[config.mk]
export PLATFORM = sky130hd
export DESIGN_NAME = spi_burst_sequencer
export DESIGN_NICKNAME = d
export VERILOG_FILES = /design/src/rtl/spi_pkg.sv /design/src/rtl/spi_seq_buffer.sv /design/src/rtl/spi_burst_sequencer.sv
export SDC_FILE = /design/constraint.sdc
export NUM_CORES = 1
export LEC_CHECK = 0
export CORE_MARGIN = 1.5
export CORE_UTILIZATION = 30
export CTS_BUF_LIST = sky130_fd_sc_hd__clkbuf_16
export DETAILED_ROUTE_END_ITERATION = 16
export SETUP_SLACK_MARGIN = 0.5
export SLEW_MARGIN = 20
export SYNTH_ARGS = -nofsm -noshare
export SYNTH_HDL_FRONTEND = slang
export SYNTH_HIERARCHICAL = 1
export SYNTH_SLANG_ARGS = --single-unit
[constraint.sdc]
create_clock -name clk -period 4.2 [get_ports clk]
set_clock_uncertainty 0.1 [all_clocks]
set_input_delay 1.05 -clock clk [delete_from_list [all_inputs] [get_ports clk]]
set_output_delay 1.05 -clock clk [all_outputs]
set_load 0.005 [all_outputs]
[src/rtl/spi_pkg.sv]
// Shared types for the SPI burst sequencer: FSM state encoding and byte width.
package spi_pkg;

   localparam int SPI_BYTE_W = 8;

   typedef enum logic [2:0] {
      IDLE,
      LOAD,
      LAUNCH,
      XFER,
      WAIT_IDLE,
      DRAIN
   } seq_state_t;

endpackage

[src/rtl/spi_seq_buffer.sv]
// Burst byte buffer: DEPTH x 8 register array, one synchronous write, one async read.
// Deliberately not reset; contents are always rewritten before they are read.
module spi_seq_buffer
   import spi_pkg::*;
#(
   parameter int DEPTH  = 16,
   parameter int ADDR_W = $clog2(DEPTH)
) (
   input  logic                  clk,
   input  logic                  wr_en,
   input  logic [ADDR_W-1:0]     wr_addr,
   input  logic [SPI_BYTE_W-1:0] wr_data,
   input  logic [ADDR_W-1:0]     rd_addr,
   output logic [SPI_BYTE_W-1:0] rd_data
);

   logic [SPI_BYTE_W-1:0] mem_q [DEPTH];

   always_ff @(posedge clk) begin
      if (wr_en) begin
         mem_q[wr_addr] <= wr_data;
      end
   end

   assign rd_data = mem_q[rd_addr];

endmodule

[src/rtl/spi_burst_sequencer.sv]
// Sequences an N-byte burst through the byte-level SPI controller under one CS assertion.
// Optional feature macro SPI_SEQ_RX_SKIP_EN: discard the first cmd_skip received bytes.
module spi_burst_sequencer
   import spi_pkg::*;
#(
   parameter  int MAX_LEN = 16,
   localparam int LEN_W   = $clog2(MAX_LEN + 1)
) (
   input  logic                  clk,
   input  logic                  rst,
   input  logic                  cmd_valid,
   output logic                  cmd_ready,
   input  logic [LEN_W-1:0]      cmd_len,
`ifdef SPI_SEQ_RX_SKIP_EN
   input  logic [LEN_W-1:0]      cmd_skip,
`endif
   output logic                  cmd_err,
   input  logic                  tx_valid,
   output logic                  tx_ready,
   input  logic [SPI_BYTE_W-1:0] tx_data,
   output logic                  rx_valid,
   input  logic                  rx_ready,
   output logic [SPI_BYTE_W-1:0] rx_data,
   output logic                  rx_last,
   output logic                  seq_busy,
   output logic                  ctrl_start,
   output logic [SPI_BYTE_W-1:0] ctrl_data_to_send,
   output logic                  ctrl_hold_cs,
   input  logic                  ctrl_busy,
   input  logic                  ctrl_done,
   input  logic [SPI_BYTE_W-1:0] ctrl_data_received,
   input  logic                  ctrl_sclk
);

   localparam int ADDR_W = $clog2(MAX_LEN);
   localparam logic [LEN_W-1:0] ONE = LEN_W'(1);

   seq_state_t state_q, state_d;
   logic [LEN_W-1:0]      len_q, len_d;
   logic [LEN_W-1:0]      wr_idx_q, wr_idx_d;
   logic [LEN_W-1:0]      rx_idx_q, rx_idx_d;
   logic [LEN_W-1:0]      rd_idx_q, rd_idx_d;
   logic [LEN_W-1:0]      byte_idx_q, byte_idx_d;
   logic [2:0]            edge_cnt_q, edge_cnt_d;
   logic                  sclk_q, sclk_d;
   logic                  start_q, start_d;
   logic [SPI_BYTE_W-1:0] data_q, data_d;
   logic                  hold_q, hold_d;
   logic                  err_q, err_d;

   logic                  buf_we;
   logic [ADDR_W-1:0]     buf_waddr;
   logic [SPI_BYTE_W-1:0] buf_wdata;
   logic [ADDR_W-1:0]     buf_raddr;
   logic [SPI_BYTE_W-1:0] buf_rdata;

   logic [LEN_W-1:0]      skip_len;
   logic                  cmd_ok;
   logic                  sclk_rise;
   logic [LEN_W-1:0]      next_idx;
   logic [LEN_W-1:0]      rx_wr_idx;
   logic [LEN_W-1:0]      out_len;
   logic                  drain_last;

`ifdef SPI_SEQ_RX_SKIP_EN
   logic [LEN_W-1:0] skip_q, skip_d;
   assign skip_len = skip_q;
   assign cmd_ok   = (cmd_len != '0) && (cmd_len <= LEN_W'(MAX_LEN)) && (cmd_skip < cmd_len);
`else
   assign skip_len = '0;
   assign cmd_ok   = (cmd_len != '0) && (cmd_len <= LEN_W'(MAX_LEN));
`endif

   assign sclk_rise  = ctrl_sclk & ~sclk_q;
   assign next_idx   = byte_idx_q + ONE;
   assign rx_wr_idx  = rx_idx_q - skip_len;
   assign out_len    = len_q - skip_len;
   assign drain_last = (rd_idx_q == out_len - ONE);

   spi_seq_buffer #(
      .DEPTH  (MAX_LEN),
      .ADDR_W (ADDR_W)
   ) u_buffer (
      .clk     (clk),
      .wr_en   (buf_we),
      .wr_addr (buf_waddr),
      .wr_data (buf_wdata),
      .rd_addr (buf_raddr),
      .rd_data (buf_rdata)
   );

   always_comb begin
      state_d    = state_q;
      len_d      = len_q;
      wr_idx_d   = wr_idx_q;
      rx_idx_d   = rx_idx_q;
      rd_idx_d   = rd_idx_q;
      byte_idx_d = byte_idx_q;
      edge_cnt_d = edge_cnt_q;
      sclk_d     = ctrl_sclk;
      start_d    = 1'b0;
      data_d     = data_q;
      hold_d     = hold_q;
      err_d      = 1'b0;
      buf_we     = 1'b0;
      buf_waddr  = wr_idx_q[ADDR_W-1:0];
      buf_wdata  = tx_data;
      buf_raddr  = '0;
`ifdef SPI_SEQ_RX_SKIP_EN
      skip_d     = skip_q;
`endif
      case (state_q)
         IDLE: begin
            if (cmd_valid) begin
               if (cmd_ok) begin
                  len_d    = cmd_len;
                  wr_idx_d = '0;
                  state_d  = LOAD;
`ifdef SPI_SEQ_RX_SKIP_EN
                  skip_d   = cmd_skip;
`endif
               end else begin
                  err_d = 1'b1;
               end
            end
         end
         LOAD: begin
            if (tx_valid) begin
               buf_we   = 1'b1;
               wr_idx_d = wr_idx_q + ONE;
               if (wr_idx_q == len_q - ONE) begin
                  state_d = LAUNCH;
               end
            end
         end
         LAUNCH: begin
            if (!ctrl_busy) begin
               data_d     = buf_rdata;
               hold_d     = (len_q > ONE);
               start_d    = 1'b1;
               byte_idx_d = '0;
               edge_cnt_d = '0;
               rx_idx_d   = '0;
               state_d    = XFER;
            end
         end
         XFER: begin
            // The next TX byte is fetched on the last SCLK edge of the current one,
            // before its RX byte lands, so the shared buffer slot is never clobbered early.
            buf_raddr = next_idx[ADDR_W-1:0];
            if (sclk_rise) begin
               edge_cnt_d = edge_cnt_q + 3'd1;
               if ((edge_cnt_q == 3'd7) && (next_idx < len_q)) begin
                  data_d     = buf_rdata;
                  hold_d     = (next_idx + ONE < len_q);
                  byte_idx_d = next_idx;
               end
            end
            if (ctrl_done) begin
               rx_idx_d  = rx_idx_q + ONE;
               buf_we    = (rx_idx_q >= skip_len);
               buf_waddr = rx_wr_idx[ADDR_W-1:0];
               buf_wdata = ctrl_data_received;
               if (rx_idx_q == len_q - ONE) begin
                  state_d = WAIT_IDLE;
               end
            end
         end
         WAIT_IDLE: begin
            hold_d = 1'b0;
            if (!ctrl_busy) begin
               rd_idx_d = '0;
               state_d  = DRAIN;
            end
         end
         DRAIN: begin
            buf_raddr = rd_idx_q[ADDR_W-1:0];
            if (rx_ready) begin
               rd_idx_d = rd_idx_q + ONE;
               if (drain_last) begin
                  state_d = IDLE;
               end
            end
         end
         default: state_d = IDLE;
      endcase
   end

   always_ff @(posedge clk or posedge rst) begin
      if (rst) begin
         state_q    <= IDLE;
         len_q      <= '0;
         wr_idx_q   <= '0;
         rx_idx_q   <= '0;
         rd_idx_q   <= '0;
         byte_idx_q <= '0;
         edge_cnt_q <= '0;
         sclk_q     <= 1'b0;
         start_q    <= 1'b0;
         data_q     <= '0;
         hold_q     <= 1'b0;
         err_q      <= 1'b0;
`ifdef SPI_SEQ_RX_SKIP_EN
         skip_q     <= '0;
`endif
      end else begin
         state_q    <= state_d;
         len_q      <= len_d;
         wr_idx_q   <= wr_idx_d;
         rx_idx_q   <= rx_idx_d;
         rd_idx_q   <= rd_idx_d;
         byte_idx_q <= byte_idx_d;
         edge_cnt_q <= edge_cnt_d;
         sclk_q     <= sclk_d;
         start_q    <= start_d;
         data_q     <= data_d;
         hold_q     <= hold_d;
         err_q      <= err_d;
`ifdef SPI_SEQ_RX_SKIP_EN
         skip_q     <= skip_d;
`endif
      end
   end

   assign cmd_ready         = (state_q == IDLE);
   assign seq_busy          = (state_q != IDLE);
   assign tx_ready          = (state_q == LOAD);
   assign rx_valid          = (state_q == DRAIN);
   assign rx_data           = rx_valid ? buf_rdata : '0;
   assign rx_last           = rx_valid & drain_last;
   assign cmd_err           = err_q;
   assign ctrl_start        = start_q;
   assign ctrl_data_to_send = data_q;
   assign ctrl_hold_cs      = hold_q;

endmodule

After elaboration in Yosys (flattened, before gate mapping). Memory sizes are Yosys's and may differ from the RTL's. Cells that the tools add are included.

Register bits: 43. Memory bits (writable): 128. Memories kept: 1.

$add $sub $neg: 7. $lt $le $gt $ge: 5. Eq/ne operators: 21. Multiplexer cells: 50. Bitwise gates (word level): 3. Reduce and logical (&&, ||, !) cells: 17.

Memories: u_buffer.mem_q (words 16, bits a word 8, read ports 1, clocked after Yosys merged registers in 0, write ports 1, line spi_seq_buffer.sv:17) `logic [SPI_BYTE_W-1:0] mem_q [DEPTH];`.

Operators with widths (number): 8-bit two-way mux (6); 5-bit two-way mux (8); 5-bit one-hot mux with 2 select lines (4); 3-bit two-way mux (12); 5-bit by 1-bit adder with 5-bit output (second input constant) (5); 3-bit one-hot mux with 6 select lines (1); 2-bit inequality test (second input constant) (8); 8-bit one-hot mux with 2 select lines (1); 5-bit equality test (3); 1-bit two-way mux (12); 3-bit AND reduction (4); 4-bit AND reduction (3); 5-bit less-than comparator (2); 10-bit AND reduction (1); 3-bit equality test (second input constant) (3); 4-bit two-way mux (2); 2-bit by 1-bit inequality test with 1-bit output (second input constant) (4); 4-bit one-hot mux with 2 select lines (1); 3-bit by 2-bit equality test with 1-bit output (second input constant) (2); 3-bit one-hot mux with 2 select lines (1); 2-bit nonzero test (3); 3-bit nonzero test (2); 5-bit by 1-bit greater-or-equal comparator with 1-bit output (second input constant) (1); 5-bit by 1-bit > comparator with 1-bit output (second input constant) (1); 11 further kinds (13).

Longest topological paths before layout.
Word-level depth: 6. Gate-level depth with buffers: 12. Mapped depth without buffers: 10.

Modules after synthesis. The synthesis kept the hierarchy.

By module, submodules not included: spi_seq_buffer (times used 1, cells an instance 221, area each 4987.3 µm²); spi_burst_sequencer (times used 1, cells an instance 336, area each 2994.1 µm²).

Worst setup path after synthesis. No wires, ideal clock.

Path kind: register to output. Start point: register state_q[2]. End point: output rx_data[1]. Data arrival time: 2317 ps. Required time: 3050 ps. Path slack: 733 ps. Stages on the path, launching flop included: 12. Path buffers: 3. Path through: dfrtp_1 > clkbuf_1 > nand2_1 > inv_1 > nand2_1 > o21ai_0 > buf_6 > buf_6 > mux4_1 > a22oi_1 > nand2_1 > and3_1.

Cells in the longest elaborated chain, start to end: 4.

Ends and longest elaborated chain: from (decl) (line spi_burst_sequencer.sv:38) `seq_state_t state_q, state_d;`; from (signal assigned) (line spi_burst_sequencer.sv:207) `state_q <= state_d;`; 3-bit equality test (line spi_burst_sequencer.sv:228) `assign rx_valid = (state_q == DRAIN);`; named net rx_valid (line spi_burst_sequencer.sv:21) `output logic rx_valid,`; 4-bit one-hot mux with 2 select lines (line spi_burst_sequencer.sv:112) `case (state_q)`; named net buf_raddr[0] (line spi_burst_sequencer.sv:54) `logic [ADDR_W-1:0] buf_raddr;`; memory 16 x 8 bit; named net buf_rdata[1] (line spi_burst_sequencer.sv:55) `logic [SPI_BYTE_W-1:0] buf_rdata;`; 8-bit two-way mux (line spi_burst_sequencer.sv:229) `assign rx_data = rx_valid ? buf_rdata : '0;`; to (decl) (line spi_burst_sequencer.sv:23) `output logic [SPI_BYTE_W-1:0] rx_data,`.

The timed path passes the listed nets, and every way through them passes these cells.

Worst setup path after layout.
Start point: register state_q[1]. End point: register data_q[4] (netlist: ctrl_data_to_send[4]).

Cells in the longest elaborated chain, start to end: 6.

Ends and longest elaborated chain: 3-bit equality test or 3-bit by 2-bit equality test with 1-bit output (tied branches) (line spi_burst_sequencer.sv:112); 4-bit one-hot mux with 2 select lines (*) (line spi_burst_sequencer.sv:112); named net buf_raddr[0] (line spi_burst_sequencer.sv:54); memory 16 x 8 bit (*); named net buf_rdata[4] (line spi_burst_sequencer.sv:55); 8-bit two-way mux (line spi_burst_sequencer.sv:153) `if ((edge_cnt_q == 3'd7) && (next_idx < len_q)) begin`; 8-bit two-way mux (line spi_burst_sequencer.sv:151) `if (sclk_rise) begin`; 8-bit one-hot mux with 2 select lines (*) (line spi_burst_sequencer.sv:112); to (signal assigned) (line spi_burst_sequencer.sv:216) `data_q <= data_d;`; to (decl) (line spi_burst_sequencer.sv:47) `logic [SPI_BYTE_W-1:0] data_q, data_d;`.

The timed path passes the listed nets; every way through them passes the cells marked *. The select of a mux whose other input is x is not followed. A chain may end at the register's enable or synchronous reset.

==> run_results.csv <==
group,metric,value,unit
setup_path,cp_top_family,"buffers and inverters",
sta,post-route-min-period,4.00,ns
setup_path,cpPeakStageDelay,0.49,ns
synthesis,synth.distinct_cells,59,
power_and_ir_drop,p_leak,4.12,nW
global_routing,antenna_found_initial,0,
clocking,cts_tree,"built",
setup_path,path_buf_inv,18,
synthesis,synth_common_cells,"edfxtp_1, nand2_1, dfrtp_1, nor2_1, inv_1",
clocking,cts_sinks,171,
sta,hold_ws,0.389,ns
placement,place_congestion,0.756,
setup_path,cpMaxStageDelayCell,"mux4_2",
outcome,outcome,"finished clean",
floorplanning,die_h,166,um
synthesis,ys_top_cells_by_area,"edfxtp_1, dfrtp_1, mux4_2",
setup_path,cp_data_arrival_time,4.22,ns
setup_path,reg2reg_from,"state_q[1]",
synthesis,synth_edf_count,128,
power_and_ir_drop,p_per_area,617,nW/um^2
synthesis,synth_top_area_share,48.2,%
route,first_pass_iters,5,
sta,tightestPinTransition,0.970,ns
route,first_iter_violations,384,
floorplanning,initial_core_util,30.6,%
sta,finalMaxSlewViolations,0,
floorplanning,rows,59,
sta,max_slew_margin,35.3,%
floorplanning,boundaryPins,53,
synthesis,syn_nets,603,
global_routing,first_global_vias,5220,
job,maxCapViolations,0,
synthesis,synth_area,7980,sq um
synthesis,yosys_register_bits,171,
synthesis,synth_most_common_cell,"edfxtp_1",
global_routing,grt_max_degree,44,
sta,rsz0062_at_grt,"yes",
route,drc,0,
setup_path,cp_common_cell,"buf_6",
synthesis,synth_flop_cell,"edfxtp_1",
global_routing,grt_pass1_wl,31.3,mm
route,route.antenna.remaining_nets,0,
synthesis,yosys_warnings,6,
floorplanning,die_w,166,um
sta,finalWorstSetupSlack,0.205,ns
setup_path,r2r_slack,0.20,ns
cells_and_area,fillCellCount,2345,
clocking,cts_root_buffer,"clkbuf_16",
power_and_ir_drop,ir_worst_vdd,0.307,mV
route,wl_per_cell,19.0,um
hold_path,hold_start,"edge_cnt_q[0]",
setup_path,worstSetupPathType,"flip-flop to flip-flop",
synthesis,synth_top_area_cell,"edfxtp_1",
sta,max_freq,250,MHz
setup_path,startpoint_type,"flip-flop",
route,vias,5122,
cells_and_area,antenna_cells,0,
synthesis,avgSynthCellArea,14.3,sq um
synthesis,syn_inst,557,
hold_path,hold_path_class,"flip-flop to flip-flop",
route,viasPerCell,4.88,
sta,fin_setup_tns,0,ns
setup_path,crit_path_end_kind,"flip-flop",
floorplanning,dieArea,27600,sq um
clocking,numCtsBuffers,17,
global_routing,track_usage,15.1,%
clocking,htreeDepth,4,
placement,numPortBuffers,52,
setup_path,required,4.42,ns
placement,place_ws,0.150,ns
synthesis,synth-seq-area-share,61.6,%
cells_and_area,post-route-util,40.4,%
cells_and_area,final_cells,1049,
setup_path,path_max_fanout,7,
sta,setup_viol,0,
sta,fin_crit_sh,95.1,%
placement,dp_cells,952,
floorplanning,coreArea,26100,sq um
route,wl,19.9,mm
setup_path,startpoint,"state_q[1]",
cells_and_area,area.growth.synth_to_final,32.0,%
clocking,cts_buffer_depth,2,
sta,finalHoldViolations,0,
synthesis,async_flop_share,25.1,%
cells_and_area,layout-drive-gt1-share,32.1,%
cells_and_area,nets,747,
clocking,clk_latency,0.43,ns
global_routing,grt_overflow,0,
placement,hpwl,12.8,mm
clocking,path_clk_slew,0.08,ns
-- flip-flops by register name (all words and copies together) (netlist names) --
name               cells
byte_idx_q             5
cmd_err                1
ctrl_data_to_send      8
ctrl_hold_cs           1
ctrl_start             1
edge_cnt_q             3
len_q                  5
rd_idx_q               5
rx_idx_q               5
sclk_q                 1
state_q                3
u_buffer/mem_q       128
wr_idx_q               5
-- routing by layer --
metal  share of wire, %  global-route usage, %  vias up
met2                 52                   26.3      125
met5                  0                      0        -
li1                   -                      -     2368
met4                1.0                   4.11        0
met1                 43                   19.3     2610
met3                4.6                   2.65       19
-- path summary, 6_finish.rpt --
kind,depth (start not counted),to
max reg2reg,26,ctrl_data_to_send[4]
min reg2reg,1,edge_cnt_q[0]
max,26,ctrl_data_to_send[4]
min,1,edge_cnt_q[0]
max in group asynchronous,2,len_q[3]
min in group asynchronous,2,byte_idx_q[4]
-- kinds of logic (layout without fill, tap and decap cells) --
kind of cell               count (synthesis)  count (layout)  synth area share [%]
adders and majority gates                 17              17                  2.66
DFF                                      171             171                  61.6
and+or+nand+nor                          178             178                  10.9
buffers and inverters                     48             205                  3.31
xor gates and xnor gates                  35              35                  4.01
AOI/OAI and AO/OA                         61              61                  5.27
muxes                                     47              47                  12.2
-- worst register-to-register path: stages, from the launching register on --
cell,delay (ns)
dfrtp_1,0.39
nor2b_2,0.16
nand2_2,0.08
inv_2,0.06
nand2_2,0.06
o21ai_4,0.08
buf_12,0.15
buf_12,0.13
buf_6,0.10
mux4_2,0.49
a22oi_2,0.20
nand2_1,0.11
buf_4,0.14
buf_4,0.12
buf_4,0.12
buf_6,0.11
buf_6,0.11
buf_6,0.10
buf_4,0.12
buf_6,0.10
buf_6,0.10
buf_6,0.10
buf_6,0.10
buf_6,0.10
buf_6,0.10
buf_6,0.10
mux2_4,0.24
-- power by group --
group / switching [W] / internal (W) / total (W)
Combinational: 0.00111 / 0.00139 / 0.00250
Clock: 0.000779 / 0.000878 / 0.00166
Sequential: 0.000176 / 0.00217 / 0.00235
-- stage by stage --
step                      total power, W  instance area [sq um]
final                            0.00651                  10500
after CTS                        0.00637                  10400
after global routing             0.00685                  10500
after detailed placement         0.00414                   9050
after floorplan                  0.00355                   7980
after global placement           0.00412                   9050
-- cells in the final DEF (no fill, tap or decap), types with 17 or more instances in the layout --
master / instances
clkdlybuf4s50_1: 44
buf_6: 35
dfrtp_1: 40
nor2_1: 32
buf_4: 57
clkbuf_16: 17
o21ai_0: 17
inv_1: 17
mux4_2: 29
nand2_1: 72
xor2_1: 17
edfxtp_1: 128
xnor2_1: 17
-- what timing repair did --
item,4_1_cts,5_1_grt
pin swaps,20,14
setup buffers,54,8
cloned,3,0
hold buffers,0,0
setup endpoints to repair,9,11
gates resized for setup,91,32
-- cell type report --
| class | count | area, sq um | share of cell area, % |
|---|---|---|---|
| clock buffers | 17 | 425 | 4.04 |
| clock inverters | 15 | 211 | 2.01 |
| inverters | 20 | 75.1 | 0.712 |
| multi-input cells | 338 | 2930 | 27.8 |
| flip-flops and latches | 171 | 4920 | 46.7 |
| well taps | 335 | 419 | 3.98 |
| repair buffers | 153 | 1560 | 14.8 |
No activity file was read; power rests on OpenSTA's default activity.
